**src/rtl/ps2_pkg.sv**
```systemverilog
// Shared constants, FSM encoding and event payload for the PS/2 scan-code decoder.
package ps2_pkg;

  localparam int unsigned EVENT_W = 10;

  localparam logic [7:0] SC_EXT   = 8'hE0;
  localparam logic [7:0] SC_BREAK = 8'hF0;
  localparam logic [7:0] SC_PAUSE = 8'hE1;

  localparam logic [7:0] SC_SYS_00    = 8'h00;
  localparam logic [7:0] SC_BAT_OK    = 8'hAA;
  localparam logic [7:0] SC_ECHO      = 8'hEE;
  localparam logic [7:0] SC_ACK       = 8'hFA;
  localparam logic [7:0] SC_BAT_FAIL  = 8'hFC;
  localparam logic [7:0] SC_DIAG_FAIL = 8'hFD;
  localparam logic [7:0] SC_RESEND    = 8'hFE;
  localparam logic [7:0] SC_ERROR     = 8'hFF;

  localparam logic [7:0] SC_LSHIFT = 8'h12;
  localparam logic [7:0] SC_RSHIFT = 8'h59;
  localparam logic [7:0] SC_CTRL   = 8'h14;
  localparam logic [7:0] SC_ALT    = 8'h11;

  typedef enum logic [2:0] {
    ST_IDLE     = 3'd0,
    ST_GOT_E0   = 3'd1,
    ST_GOT_F0   = 3'd2,
    ST_GOT_E0F0 = 3'd3,
    ST_PAUSE    = 3'd4
  } state_t;

  typedef struct packed {
    logic       extended;
    logic       brk;
    logic [7:0] code;
  } event_t;

  typedef struct packed {
    logic lshift;
    logic rshift;
    logic lctrl;
    logic rctrl;
    logic lalt;
    logic ralt;
  } mods_t;

  function automatic logic is_system(input logic [7:0] b);
    return b inside {SC_SYS_00, SC_BAT_OK, SC_ECHO, SC_ACK,
                     SC_BAT_FAIL, SC_DIAG_FAIL, SC_RESEND, SC_ERROR};
  endfunction

  function automatic logic is_prefix(input logic [7:0] b);
    return b inside {SC_EXT, SC_BREAK, SC_PAUSE};
  endfunction

endpackage

```
**src/rtl/ps2_event_fifo.sv**
```systemverilog
// Show-ahead event FIFO; head holds the last popped word while empty.
module ps2_event_fifo #(
  parameter int unsigned DEPTH = 8,
  parameter int unsigned WIDTH = 10
) (
  input  logic                     clock,
  input  logic                     reset,
  input  logic                     push,
  input  logic                     pop,
  input  logic [WIDTH-1:0]         wdata,
  output logic [WIDTH-1:0]         head,
  output logic                     full,
  output logic                     empty,
  output logic [$clog2(DEPTH):0]   count
);

  localparam int unsigned AW = $clog2(DEPTH);
  localparam int unsigned CW = AW + 1;

  logic [WIDTH-1:0] mem [DEPTH];
  logic [WIDTH-1:0] last_q;
  logic [AW-1:0]    wr_ptr;
  logic [AW-1:0]    rd_ptr;
  logic             do_push;
  logic             do_pop;

  assign empty   = (count == CW'(0));
  assign full    = (count == CW'(DEPTH));
  assign do_pop  = pop && !empty;
  assign do_push = push && (!full || do_pop);
  assign head    = empty ? last_q : mem[rd_ptr];

  always_ff @(posedge clock) begin
    if (do_push) mem[wr_ptr] <= wdata;
  end

  always_ff @(posedge clock) begin
    if (reset) begin
      wr_ptr <= '0;
      rd_ptr <= '0;
      count  <= '0;
      last_q <= '0;
    end else begin
      if (do_push) wr_ptr <= wr_ptr + AW'(1);
      if (do_pop)  rd_ptr <= rd_ptr + AW'(1);
      if (!empty)  last_q <= mem[rd_ptr];
      case ({do_push, do_pop})
        2'b10:   count <= count + CW'(1);
        2'b01:   count <= count - CW'(1);
        default: count <= count;
      endcase
    end
  end

endmodule

```
**src/rtl/ps2_scancode_decoder.sv**
```systemverilog
// Set-2 scan-code decoder: folds E0/F0 prefixes into key events, swallows Pause
// and system bytes, queues events and tracks modifier state.
module ps2_scancode_decoder
  import ps2_pkg::*;
#(
  parameter int unsigned FIFO_DEPTH = 8,
  parameter int unsigned PAUSE_TAIL = 7
) (
  input  logic                          clock,
  input  logic                          reset,
  input  logic                          valid_data,
  input  logic [7:0]                    data,
  output logic                          event_valid,
  input  logic                          event_ready,
  output logic [7:0]                    event_code,
  output logic                          event_break,
  output logic                          event_extended,
  output logic                          shift_held,
  output logic                          ctrl_held,
  output logic                          alt_held,
  output logic                          overflow,
  input  logic                          clear_overflow,
  output logic [$clog2(FIFO_DEPTH):0]   fifo_count
);

  localparam int unsigned PW = (PAUSE_TAIL < 2) ? 1 : $clog2(PAUSE_TAIL + 1);

  state_t         state;
  state_t         state_next;
  logic [PW-1:0]  pause_cnt;
  logic           emit;
  logic           load_pause;
  event_t         ev;
  event_t         head;
  mods_t          mods_q;
  mods_t          mods_d;
  logic           fifo_full;
  logic           fifo_empty;

  always_ff @(posedge clock) begin
    if (reset) state <= ST_IDLE;
    else       state <= state_next;
  end

  // Next state: system bytes abort any prefix; redundant prefixes are ignored.
  always_comb begin
    state_next = state;
    if (valid_data) begin
      case (state)
        ST_IDLE: begin
          if (is_system(data))        state_next = ST_IDLE;
          else if (data == SC_EXT)    state_next = ST_GOT_E0;
          else if (data == SC_BREAK)  state_next = ST_GOT_F0;
          else if (data == SC_PAUSE)  state_next = (PAUSE_TAIL == 0) ? ST_IDLE : ST_PAUSE;
          else                        state_next = ST_IDLE;
        end
        ST_GOT_E0: begin
          if (is_system(data))        state_next = ST_IDLE;
          else if (data == SC_BREAK)  state_next = ST_GOT_E0F0;
          else if (is_prefix(data))   state_next = ST_GOT_E0;
          else                        state_next = ST_IDLE;
        end
        ST_GOT_F0, ST_GOT_E0F0: begin
          if (is_system(data))        state_next = ST_IDLE;
          else if (is_prefix(data))   state_next = state;
          else                        state_next = ST_IDLE;
        end
        ST_PAUSE: begin
          if (pause_cnt <= PW'(1))    state_next = ST_IDLE;
        end
        default:                      state_next = ST_IDLE;
      endcase
    end
  end

  always_comb begin
    emit        = 1'b0;
    load_pause  = 1'b0;
    ev          = '0;
    ev.code     = data;
    ev.extended = (state == ST_GOT_E0) || (state == ST_GOT_E0F0);
    ev.brk      = (state == ST_GOT_F0) || (state == ST_GOT_E0F0);
    if (valid_data) begin
      emit = (state inside {ST_IDLE, ST_GOT_E0, ST_GOT_F0, ST_GOT_E0F0})
             && !is_system(data) && !is_prefix(data);
      load_pause = (state == ST_IDLE) && (data == SC_PAUSE);
    end
  end

  always_ff @(posedge clock) begin
    if (reset)                                              pause_cnt <= '0;
    else if (load_pause)                                    pause_cnt <= PW'(PAUSE_TAIL);
    else if (valid_data && state == ST_PAUSE && pause_cnt != '0) pause_cnt <= pause_cnt - PW'(1);
  end

  // Modifiers follow every decoded event, even one the FIFO drops.
  always_comb begin
    mods_d = mods_q;
    if (emit) begin
      if (!ev.extended) begin
        case (ev.code)
          SC_LSHIFT: mods_d.lshift = !ev.brk;
          SC_RSHIFT: mods_d.rshift = !ev.brk;
          SC_CTRL:   mods_d.lctrl  = !ev.brk;
          SC_ALT:    mods_d.lalt   = !ev.brk;
          default:   ;
        endcase
      end else begin
        case (ev.code)
          SC_CTRL:   mods_d.rctrl  = !ev.brk;
          SC_ALT:    mods_d.ralt   = !ev.brk;
          default:   ;
        endcase
      end
    end
  end

  always_ff @(posedge clock) begin
    if (reset) begin
      mods_q     <= '0;
      shift_held <= 1'b0;
      ctrl_held  <= 1'b0;
      alt_held   <= 1'b0;
    end else begin
      mods_q     <= mods_d;
      shift_held <= mods_d.lshift | mods_d.rshift;
      ctrl_held  <= mods_d.lctrl  | mods_d.rctrl;
      alt_held   <= mods_d.lalt   | mods_d.ralt;
    end
  end

  // A new drop outranks a clear in the same cycle.
  always_ff @(posedge clock) begin
    if (reset)                                              overflow <= 1'b0;
    else if (emit && fifo_full && !(event_ready && event_valid)) overflow <= 1'b1;
    else if (clear_overflow)                                overflow <= 1'b0;
  end

  ps2_event_fifo #(
    .DEPTH (FIFO_DEPTH),
    .WIDTH (EVENT_W)
  ) u_fifo (
    .clock (clock),
    .reset (reset),
    .push  (emit),
    .pop   (event_ready),
    .wdata (ev),
    .head  (head),
    .full  (fifo_full),
    .empty (fifo_empty),
    .count (fifo_count)
  );

  assign event_valid    = !fifo_empty;
  assign event_code     = head.code;
  assign event_break    = head.brk;
  assign event_extended = head.extended;

endmodule

```
**config.mk**
```make
export PLATFORM = sky130hd
export DESIGN_NAME = ps2_scancode_decoder
export DESIGN_NICKNAME = d
export VERILOG_FILES = /design/src/rtl/ps2_pkg.sv /design/src/rtl/ps2_event_fifo.sv /design/src/rtl/ps2_scancode_decoder.sv
export SDC_FILE = /design/constraint.sdc
export NUM_CORES = 1
export LEC_CHECK = 0
export ABC_AREA = 1
export CAP_MARGIN = 15
export CORE_MARGIN = 3
export CORE_UTILIZATION = 60
export CTS_BUF_LIST = sky130_fd_sc_hd__clkbuf_4
export DETAILED_ROUTE_END_ITERATION = 16
export PLACE_DENSITY = 0.81
export SLEW_MARGIN = 20
export SYNTH_ARGS = -nofsm -noshare
export SYNTH_HDL_FRONTEND = slang
export SYNTH_SLANG_ARGS = --single-unit
export TNS_END_PERCENT = 30
```
**constraint.sdc**
```tcl
create_clock -name clock -period 3.6 [get_ports clock]
set_input_delay 0.36 -clock clock [delete_from_list [all_inputs] [get_ports clock]]
set_output_delay 0.36 -clock clock [all_outputs]
set_load 0.1 [all_outputs]
```
# [Word level (Yosys, flattened, before mapping)]
# Memory sizes are Yosys's and may differ from the RTL's. A register that Yosys moved wholly into a read port is not among the register bits.
# Cells that the tools add are included.
[word_totals] register_bits=36 output_inout_bits=19 inputBits=13 ramBits=80 mem_count=1 word_cells=113
[memory_table] name="u_fifo.mem" words=8 width=10 rd=1 rd_ports_with_merged_regs=1 write_ports=1 line_no="ps2_event_fifo.sv:20" source="logic [WIDTH-1:0] mem [DEPTH];"
[op_classes] eq_ne=23 n_lt_le_gt_ge=1 add_sub_neg=5 bitwise_logic=3 n_mux=34 reduce_logical=30
[ops] operator="$eq A8 B8 Y1 const B" n=10
[ops] operator="$mux W3" n=12
[ops] operator="$eq A8 B5 Y1 const B" n=3
[ops] operator="$mux W1" n=16
[ops] operator="$pmux W3 S4" n=1
[ops] operator="$mux W10" n=1
[ops] operator="$logic_and A1 B1 Y1" n=9
[ops] operator="$eq A8 B7 Y1 const B" n=1
[ops] operator="$logic_not A8 Y1" n=1
[ops] operator="$pmux W4 S2" n=1
[ops] operator="$reduce_bool A8 Y1" n=1
[ops] operator="$add A3 B1 Y3 const B" n=2
[ops] operator="$eq A3 B2 Y1 const B" n=2
[ops] operator="$logic_not A1 Y1" n=6
[ops] operator="$mux W6" n=1
[ops] operator="$reduce_bool A2 Y1" n=3
[ops] operator="$reduce_bool A3 Y1" n=2
[ops] operator="$add A4 B1 Y4 const B" n=1
[ops] operator="$eq A4 B4 Y1 const B" n=1
[ops] operator="$logic_not A4 Y1" n=1
[ops] operator="$mux W2" n=2
[ops] operator="$reduce_bool A4 Y1" n=1
[ops] operator="$sub A4 B1 Y4 const B" n=1
[ops] operator="$eq A3 B1 Y1 const B" n=1
[ops] operator="other kinds (12)" n=16

# [Logic depth before layout (Yosys ltp)]
# Gate-level depths: netlist (run 1).
[logic_depth] word_depth=9 depth_mapped=18 depth_no_buf=18

# [By module]
# From an unflattened synthesis (run 1), not the netlist that was laid out.
[hier_totals] hier_cells=624 area_unflattened_um2=5619.1
[by_module_without_submodules] module="ps2_event_fifo" cells_per_inst=427 area_each_um2=4418.0 seq_area_each_um2=2862.7 n_inst=1
[by_module_without_submodules] module="ps2_scancode_decoder" cells_per_inst=197 area_each_um2=1201.2 seq_area_each_um2=320.3 n_inst=1

# [Worst setup path after synthesis (run 1)]
# Ideal clock, no wire load.
[synth_timing] path_kind="reg-to-output" from="reg u_fifo.count[2]" to="out event_break" path_buffers=1 setup_slack_ns=-0.176 arrival_ns=3.416 required_ns=3.240 path_stages_with_launch=8 cell_sequence="dfxtp_1 -> inv_1 -> nand2_1 -> nor2_1 -> inv_1 -> clkbuf_1 -> nand3_1 -> nand2_1"
[synth_between] elab_chain_len=2
[synth_lines] item="start: declaration" line_no="ps2_event_fifo.sv:14" source="output logic [$clog2(DEPTH):0] count"
[synth_lines] item="start signal: assignment" line_no="ps2_event_fifo.sv:48" source="2'b10: count <= count + CW'(1);"
[synth_lines] item="start signal: assignment" line_no="ps2_event_fifo.sv:49" source="2'b01: count <= count - CW'(1);"
[synth_lines] item="start signal: assignment" line_no="ps2_event_fifo.sv:50" source="default: count <= count;"
[synth_lines] item="$logic_not A4 Y1" line_no="ps2_event_fifo.sv:27" source="assign empty = (count == CW'(0));"
[synth_lines] item="$mux W10"
[synth_lines] item="end: declaration" line_no="ps2_scancode_decoder.sv:16" source="output logic event_break,"
# No other way between the ends.

==> results of run 1 <==
## report_power, final
group	leakage, nW	switching (mW)	internal (mW)
Sequential	1.05	0.0810	1.56
Clock	0.131	0.460	0.352
Combinational	1.03	1.34	0.592
Total	2.21	1.88	2.51
## stage by stage
| stage | utilization [%] | hold WS, ps | std cells | setup slack [ps] |
|---|---|---|---|---|
| 6_report | 74.1 | 476 | 645 | 762 |
| 5_1_grt | 74.1 | 509 | 645 | 557 |
| 4_1_cts | 74.1 | 481 | 645 | 726 |
| 3_5_place_dp | 71.0 | 456 | 613 | 735 |
| 3_3_place_gp | 71.0 | 442 | 613 | 825 |
| 2_1_floorplan | - | 433 | 482 | 381 |
## cell families (layout without fill, tap and decap cells)
family,count (synthesis),after routing
adder cells (fa/ha/maj),6,6
XOR/XNOR,3,3
buffers and inverters,63,124
multiplexers,20,20
AND/OR/NAND/NOR,186,186
flip-flops,119,119
AO/OA/AOI/OAI,85,85
## final cells by class
cell class              count  area share [%]
inverters                  46            2.94
clock buffers              20            2.56
well taps                 102            2.17
clock inverters            12            1.51
multi-input cells         300            27.7
repair buffers             46            8.87
flip-flops and latches    119            54.2
## critical path, cell delays in order, from the launching register on
cell and delay, ps:
dfxtp_1 740, buf_4 370, o21ai_0 140, o221ai_1 300
nand3_1 150, nand2_1 130, buf_12 180
## placed cells by master, fill, tap and decap left out, types with 2 or more instances in the layout
master	synthesis	final
clkinv_2	0	5
nor3_1	6	6
nand2_4	3	3
o21ai_0	33	33
nor2_2	4	4
mux2i_1	20	20
a21oi_1	26	26
clkbuf_4	0	20
buf_4	0	16
nand2_1	82	82
clkinv_1	1	4
nand2_2	2	2
buf_12	0	10
clkdlybuf4s50_1	0	20
xor2_1	3	3
inv_2	4	4
ha_1	6	6
edfxtp_1	80	80
o21ai_1	3	3
nand3_1	24	24
nor2_1	58	58
inv_1	41	41
clkinvlp_4	0	3
o221ai_1	20	20
nand4_1	3	3
dfxtp_1	39	39
## path summary, 6_finish.rpt
| kind | start | to | slack [ps] | cells after the start |
|---|---|---|---|---|
| max | flop | event_code[6] | 760 | 6 |
| min | mods_q[0]$_SDFF_PP0_ | mods_q[0]$_SDFF_PP0_ | 480 | 2 |
| max reg2reg | state[0]$_SDFFE_PP0P_ | alt_held$_SDFF_PP0_ | 1620 | 7 |
| min reg2reg | mods_q[0]$_SDFF_PP0_ | mods_q[0]$_SDFF_PP0_ | 480 | 2 |
## sequential cells by signal, indices dropped and copies added, names as in the netlist, named ones only
register	cells
alt_held	1
state	3
u_fifo.last_q	10
shift_held	1
u_fifo.mem	80
u_fifo.wr_ptr	3
ctrl_held	1
u_fifo.count	4
overflow	1
pause_cnt	3
mods_q	6
u_fifo.rd_ptr	3
## layer usage
| metal | share of wire, % | wire [um] |
|---|---|---|
| met5 | 0 | 0 |
| met4 | 3.1 | 329 |
| met3 | 5.3 | 571 |
| met2 | 51 | 5440 |
| met1 | 41 | 4380 |
==> results.json, run 1 <==
{
  "grt_pass1_vias": 3696,
  "cp_data_arrival_time_ps": 2480,
  "finalHoldViolCount": 0,
  "drt-total-wl_um": 10700,
  "yosysTopAreaCell": "edfxtp_1",
  "synth_area_um2": 5050,
  "max_freq_mhz": 352,
  "io_pins": 32,
  "syn_nets": 501,
  "ctsResizeCount": 0,
  "worstPathRequired_ps": 3240,
  "synth-edff-count": 80,
  "multi_input_area_um2": 1630,
  "die_area_um2": 9560,
  "area_growth_pct": 16.2,
  "grt_pass1_wl_um": 17600,
  "synthFlopType": "edfxtp_1",
  "synth_top_family_by_area": "simple AND/OR/NAND/NOR gates",
  "ant_nets": 0,
  "ir_drop_v": 0.000439,
  "synthArstFlopShare_pct": 0,
  "start_util_pct": 63.7,
  "vias_per_cell": 5.76,
  "yosys.area_share.simple_pct": 16.2,
  "rsz0062_at_grt": "no",
  "avgSynthCellArea_um2": 10.5,
  "cts_htree_levels": 4,
  "finClkSkew_ps": 19.9,
  "ctsHoldBuffers": 0,
  "regArea_um2": 3180,
  "yosysWarnings": 0,
  "post-route-drc-count": 0,
  "critPathMaxFanout": 23,
  "power.density_nw_per_um2": 748,
  "synth_area_leaders": "edfxtp_1 (48%), dfxtp_1 (15%), nand2_1 (6.1%), nor2_1 (4.3%), mux2i_1 (4.0%)",
  "ys_top_cells_by_count": "nand2_1 (82), edfxtp_1 (80), nor2_1 (58)",
  "grt_overflow": 0,
  "insertedDiodeCount": 0,
  "yosysMostFrequentCell": "nand2_1",
  "layout.nets": 549,
  "period_minus_slack_ps": 2840,
  "synth_top_area_share_pct": 47.6,
  "met2_usage_pct": 41.5,
  "dp_hpwl_um": 7210,
  "max_slew.worst_pin.slew_ps": 983,
  "final_cell_area_um2": 5870,
  "grt_max_degree": 24,
  "drt_iter0_drc": 254,
  "nFillCells": 544,
  "die_y_um": 97.8,
  "cellLeakagePower_nw": 2.21,
  "cts_setup_buffers": 0,
  "synth-seq-area-share_pct": 63.0,
  "grt.busiest_layer": "met2",
  "synth.area.mux_share_pct": 3.96,
  "wl_per_cell_um": 16.6,
  "maxSlewViolCount": 0,
  "root_buffer": "clkbuf_4",
  "status": "finished clean",
  "core_um2": 7930,
  "synth_compound_area_share_pct": 10.1,
  "die_w_um": 97.8,
  "ys_types": 29,
  "clk-insertion-delay-late_ps": 480,
  "relSlewSlack_pct": 34.2,
  "clkSinkCount": 119,
  "use_met3_pct": 4.64,
  "synthCells": 482,
  "dpl-instance-area_um2": 5630,
  "grt_antenna_before_repair": 0,
  "via_count": 3715,
  "min_period_over_period_pct": 78.8,
  "crit_path_end_kind": "primary output",
  "worstSetupStartpointType": "flop",
  "maxCapViolations": 0,
  "numPortBuffers": 31,
  "grt_util_met1_pct": 27.6,
  "finalPower_mw": 4.39,
  "place.gp.congestion": 0.933,
  "cts_tree": "built",
  "dr.pass1.iters": 5,
  "ys_ff_latch": 119,
  "synthXorXnorAreaFrac_pct": 0.520,
  "synthAdderAreaFrac_pct": 1.49,
  "setup-tns-final_ps": 0,
  "core.rowCount": 32,
  "clk_pin_slew_worst_paths_ps": 90,
  "clockBufferDepth": 2,
  "setup_viol": 0,
  "timing.hold.worst.class": "flop to flop",
  "path_class": "flop to primary output",
  "drive_gt1_share_pct": 13.4,
  "cts_buffers": 17,
  "grt_usage_pct": 23.6
}
(Power assumes the default switching activity.)
==> run 2: changes to the inputs <==
==> constraint.sdc (replaced) <==
create_clock -name clock -period 2.71 [get_ports clock]
set_input_delay 0.271 -clock clock [delete_from_list [all_inputs] [get_ports clock]]
set_output_delay 0.271 -clock clock [all_outputs]
set_load 0.1 [all_outputs]
==> results.json, run 2 (synthesis gave the netlist of run 1 again) <==
{
  "top_regs": "u_fifo.mem (80), u_fifo.last_q (10), mods_q (6)",
  "cp.depth": 7,
  "rr_startpoint": "u_fifo.count[0]$_SDFFE_PP0P_",
  "ir_drop_v": 0.000874,
  "finalHoldViolCount": 0,
  "power.density_nw_per_um2": 1000,
  "ctsHoldBuffers": 0,
  "clk-insertion-delay-late_ps": 490,
  "min_period_over_period_pct": 94.7,
  "drive_gt1_share_pct": 19.1,
  "rsz0062_at_grt": "no",
  "path_class": "flop to primary output",
  "max_slew.worst_pin.slew_ps": 511,
  "dp_slack_ps": 125,
  "finalPower_mw": 6.04,
  "core.rowCount": 32,
  "cp_data_arrival_time_ps": 2300,
  "layout.nets": 562,
  "post-route-drc-count": 0,
  "cts_tree": "built",
  "swShare_pct": 42.7,
  "fin_util_pct": 75.9,
  "drt-total-wl_um": 11400,
  "dp_hpwl_um": 8270,
  "switchingPower_mw": 2.58,
  "clkSinkCount": 119,
  "clk_pin_slew_worst_paths_ps": 100,
  "layout.cells.non_filler": 658,
  "max_freq_mhz": 390,
  "p_clk_share_pct": 19.6,
  "slowest_stage": "dfxtp_2",
  "crit_start": "u_fifo.count[0]$_SDFFE_PP0P_",
  "vias_per_cell": 5.59,
  "hold_start": "clear_overflow",
  "layout_common_cells": "edfxtp_1 (80), nand2_1 (77), nor2_1 (58), inv_1 (40), buf_4 (36)",
  "top_register": "u_fifo.mem",
  "place.gp.congestion": 0.904,
  "reg2regPathDepth": 14,
  "setup_viol": 0,
  "die_y_um": 97.8,
  "maxCapViolations": 0,
  "timing.hold.worst.class": "input port to flop",
  "critPathMaxStageDelay_ps": 360,
  "critPathMaxFanout": 11,
  "wl_per_cell_um": 17.3,
  "worstPathRequired_ps": 2440,
  "root_buffer": "clkbuf_4",
  "clockBufferDepth": 2,
  "via_count": 3678,
  "die_w_um": 97.8,
  "cellLeakagePower_nw": 2.30,
  "grt_overflow": 0,
  "power.internal_mw": 3.46,
  "worstSetupStartpointType": "flop",
  "p_comb_share_pct": 44.3,
  "setup-tns-final_ps": 0,
  "dr.pass1.iters": 5,
  "grt_pass1_wl_um": 18300,
  "grt_usage_pct": 24.9,
  "largest_reg_flops": 80,
  "crit_chain": "nor2_1 > nand2_1 > nor2_1 > inv_1 > nand3_1 > nand2_1 > buf_12",
  "path_buf_inv": 2,
  "cp_top_family": "simple AND/OR/NAND/NOR gates",
  "status": "finished clean",
  "endpoint": "event_code[7]",
  "io_pins": 32,
  "layout_setup_ws_ps": 143,
  "drt_iter0_drc": 293,
  "rrSetupSlack_ps": 680,
  "crit_path_end_kind": "primary output",
  "pwr-share-seq_pct": 36.1,
  "start_util_pct": 63.7,
  "cts_htree_levels": 4,
  "die_area_um2": 9560,
  "numPortBuffers": 31,
  "insertedDiodeCount": 0,
  "cts_buffers": 17,
  "mostFrequentLayoutCell": "edfxtp_1",
  "ant_nets": 0,
  "finClkSkew_ps": 11.6,
  "area_growth_pct": 19.1,
  "r2r-end": "u_fifo.count[2]$_SDFFE_PP0P_",
  "relSlewSlack_pct": 65.9,
  "maxSlewViolCount": 0,
  "period_minus_slack_ps": 2570,
  "grt_max_degree": 24,
  "core_um2": 7930,
  "grt_antenna_before_repair": 0,
  "placed_cells": 626,
  "grt_pass1_vias": 3664
}
[run 2: cell count changes in the layout (fill, tap and decap cells not counted), moves of 2 or more]
| cell | change |
|---|---|
| buf_4 | +20 |
| dfxtp_2 | +5 |
| nand2_1 | -5 |
| clkinvlp_4 | +2 |
| clkdlybuf4s50_1 | -8 |
| dfxtp_1 | -5 |
| clkinv_4 | +2 |
| clkbuf_4 | -2 |
| nand2_2 | +5 |
[run 2: worst reg2reg max path: stages, from the launching register on]
cell and delay [ps]:
dfxtp_2 360, nor2_1 140, nand2_1 90, nor2_1 310
nor2_2 180, nand2_4 140, xor2_1 150, inv_1 60
ha_1 170, inv_1 50, nand2_1 60, nand2_1 70
nand3_1 70, nand2_1 60, inv_1 30
[run 2: routing by layer]
layer	vias up	global-route usage (%)	share of wire [%]
met5	-	0	0
met4	0	10.6	2.4
met2	111	43.4	53
met3	18	5.21	4.9
li1	1795	-	-
met1	1754	30.0	40
[run 2: power groups by stage]
stage | Combinational (mW) | Clock [mW] | Sequential (mW)
2_1_floorplan | 1.67 | 0 | 2.31
3_3_place_gp | 2.62 | 0 | 2.20
3_5_place_dp | 2.68 | 0 | 2.21
5_1_grt | 2.81 | 1.29 | 2.20
6_report | 2.68 | 1.19 | 2.18
4_1_cts | 2.68 | 1.20 | 2.17
[run 2: worst min-delay path by stage]
stage	cells after the start	to	slack (ps)
2_1_floorplan	0	u_fifo.mem[0][0]$_DFFE_PP_	370
3_3_place_gp	2	u_fifo.rd_ptr[2]$_SDFFE_PP0P_	450
3_5_place_dp	2	flop	460
4_1_cts	4	overflow$_SDFFE_PP0P_	390
5_1_grt	4	overflow$_SDFFE_PP0P_	390
6_report	4	overflow$_SDFFE_PP0P_	410
[run 2: cell type report]
cell class / instances / area (um^2)
Inverter: 46 / 176
Sequential cell: 119 / 3190
Timing Repair Buffer: 59 / 611
Clock buffer: 18 / 135
Clock inverter: 14 / 135
Multi-Input combinational cell: 300 / 1640
Fill cell: 527 / 1910
Tap cell: 102 / 128
[run 2: per-stage QoR]
step,instance area [um^2],hold slack [ps]
3_5_place_dp,5740,455
5_1_grt,6010,388
3_3_place_gp,5740,449
6_report,6010,410
4_1_cts,6010,385
2_1_floorplan,5070,370
[run 2: timing repair]
item | in CTS | in global routing
buffers inserted | 0 | 0
endpoints found under the setup margin | 0 | 5
gates resized for setup | 0 | 2
==> run 3: changes to the inputs <==
--- a/config.mk
+++ b/config.mk
@@ -7,11 +7,13 @@
 export LEC_CHECK = 0
 export ABC_AREA = 1
 export CAP_MARGIN = 15
+export CELL_PAD_IN_SITES_DETAIL_PLACEMENT = 1
+export CELL_PAD_IN_SITES_GLOBAL_PLACEMENT = 2
 export CORE_MARGIN = 3
-export CORE_UTILIZATION = 60
+export CORE_UTILIZATION = 40
 export CTS_BUF_LIST = sky130_fd_sc_hd__clkbuf_4
 export DETAILED_ROUTE_END_ITERATION = 16
-export PLACE_DENSITY = 0.81
+export PLACE_DENSITY_LB_ADDON = 0.1
 export SLEW_MARGIN = 20
 export SYNTH_ARGS = -nofsm -noshare
 export SYNTH_HDL_FRONTEND = slang
==> constraint.sdc (replaced) <==
create_clock -name clock -period 2.4 [get_ports clock]
set_input_delay 0.24 -clock clock [delete_from_list [all_inputs] [get_ports clock]]
set_output_delay 0.24 -clock clock [all_outputs]
set_load 0.1 [all_outputs]
==> results.json, run 3 (synthesis gave the netlist of run 1 again) <==
{
  "status": "finished clean",
  "dr.pass1.iters": 4,
  "rsz0062_at_grt": "yes",
  "clk_pin_slew_worst_paths_ps": 90,
  "power.density_nw_per_um2": 1120,
  "dp_hpwl_um": 9460,
  "maxCapViolations": 0,
  "drive_gt1_share_pct": 22.7,
  "area_growth_pct": 25.3,
  "drt-total-wl_um": 13200,
  "grt_max_degree": 41,
  "crit_path_end_kind": "primary output",
  "relSlewSlack_pct": 53.8,
  "grt_pass1_wl_um": 21700,
  "die_y_um": 118,
  "die_area_um2": 14000,
  "insertedDiodeCount": 0,
  "grt_antenna_before_repair": 0,
  "fin_util_pct": 52.0,
  "largest_reg_flops": 80,
  "io_pins": 32,
  "core.rowCount": 40,
  "numPortBuffers": 31,
  "cellLeakagePower_nw": 2.42,
  "top_register": "u_fifo.mem",
  "finalPower_mw": 7.11,
  "grt_usage_pct": 20.5,
  "cts_tree": "built",
  "path_class": "flop to primary output",
  "critPathMaxFanout": 19,
  "use_met3_pct": 4.55,
  "mostFrequentLayoutCell": "edfxtp_1",
  "nFillCells": 1354,
  "cp_data_arrival_time_ps": 2020,
  "grt.busiest_layer": "met2",
  "start_util_pct": 41.5,
  "layout.nets": 582,
  "root_buffer": "clkbuf_4",
  "placed_cells": 710,
  "period_minus_slack_ps": 2260,
  "finalHoldViolCount": 0,
  "vias_per_cell": 5.04,
  "cts_buffers": 17,
  "finClkSkew_ps": 13.9,
  "worstSetupStartpointType": "flop",
  "grt_util_met1_pct": 25.0,
  "ant_nets": 0,
  "clk-insertion-delay-late_ps": 540,
  "timing.hold.worst.class": "input port to flop",
  "layout_common_cells": "edfxtp_1 (80), nand2_1 (73), nor2_1 (57), buf_4 (51), inv_1 (39)",
  "grt_pass1_vias": 4072,
  "core_um2": 12200,
  "met2_usage_pct": 35.3,
  "dp_slack_ps": -134,
  "holdWs_ps": 343,
  "clockBufferDepth": 2,
  "setup_viol": 0,
  "ctsHoldBuffers": 0,
  "layout_setup_ws_ps": 139,
  "min_period_over_period_pct": 94.2,
  "max_freq_mhz": 442,
  "maxSlewViolCount": 0,
  "post-route-drc-count": 0,
  "place.gp.congestion": 0.775,
  "ir_drop_v": 0.000577,
  "grt_overflow": 0,
  "drt_iter0_drc": 243,
  "layout.cells.non_filler": 744,
  "worstPathRequired_ps": 2160,
  "max_slew.worst_pin.slew_ps": 690,
  "clkSinkCount": 119,
  "via_count": 3752,
  "die_w_um": 118,
  "wl_per_cell_um": 17.8,
  "cts_htree_levels": 4,
  "top_regs": "u_fifo.mem (80), u_fifo.last_q (10), mods_q (6)"
}
[run 3: changes by cell type in the layout (fill, tap and decap cells not counted), sizes merged]
cell,change
clkinvlp,-1
bufinv,+1
clkbuf,+1
buf,+19
[run 3: what timing repair did]
item | in CTS | in global routing
setup buffers | 0 | 1
pin swaps | 0 | 2
gates resized for setup | 10 | 8
cloned | 1 | 0
setup endpoints to repair | 10 | 10
[run 3: where the power goes]
part,internal [mW],switching (mW)
clock network,0.720,0.721
logic,1.04,2.17
registers,2.35,0.101
[run 3: routing by layer]
layer,wire length [um],up-vias
met3,600,18
met1,5580,1820
met2,6710,75
met5,0,-
li1,-,1839
met4,326,0
[run 3: final timing paths]
kind	from	to	slack (ps)	cells past startpoint
hold reg to reg	u_fifo.rd_ptr[2]$_SDFFE_PP0P_	flop	470	2
setup reg to reg	state[0]$_SDFFE_PP0P_	shift_held$_SDFF_PP0_	380	10
hold / removal	clear_overflow	overflow$_SDFFE_PP0P_	340	4
setup / recovery	flop	event_code[2]	140	6
[run 3: layout make-up]
class	instances	area, um^2	share of cell area [%]
sequential	119	3190	50.4
multi-input combinational	300	1670	26.4
timing repair buffer	78	790	12.5
tap	168	210	3.32
inverter	46	179	2.83
clock buffer	19	143	2.25
clock inverter	13	138	2.17
timing repair inverter	1	7.51	0.119
[run 3: critical path, stage by stage, from the launching register on]
cell and delay [ps]:
dfxtp_4 450, buf_12 180, o21ai_0 120, o221ai_1 280
nand3_2 160, nand2_2 120, buf_12 170
[run 3: metrics by stage]
step | TNS, ps | cell area [um^2]
floorplan | 0 | 5080
global placement | -1300 | 5980
detailed placement | -6250 | 5980
CTS | -0.0118 | 6290
global route | -50.3 | 6330
finish | 0 | 6330
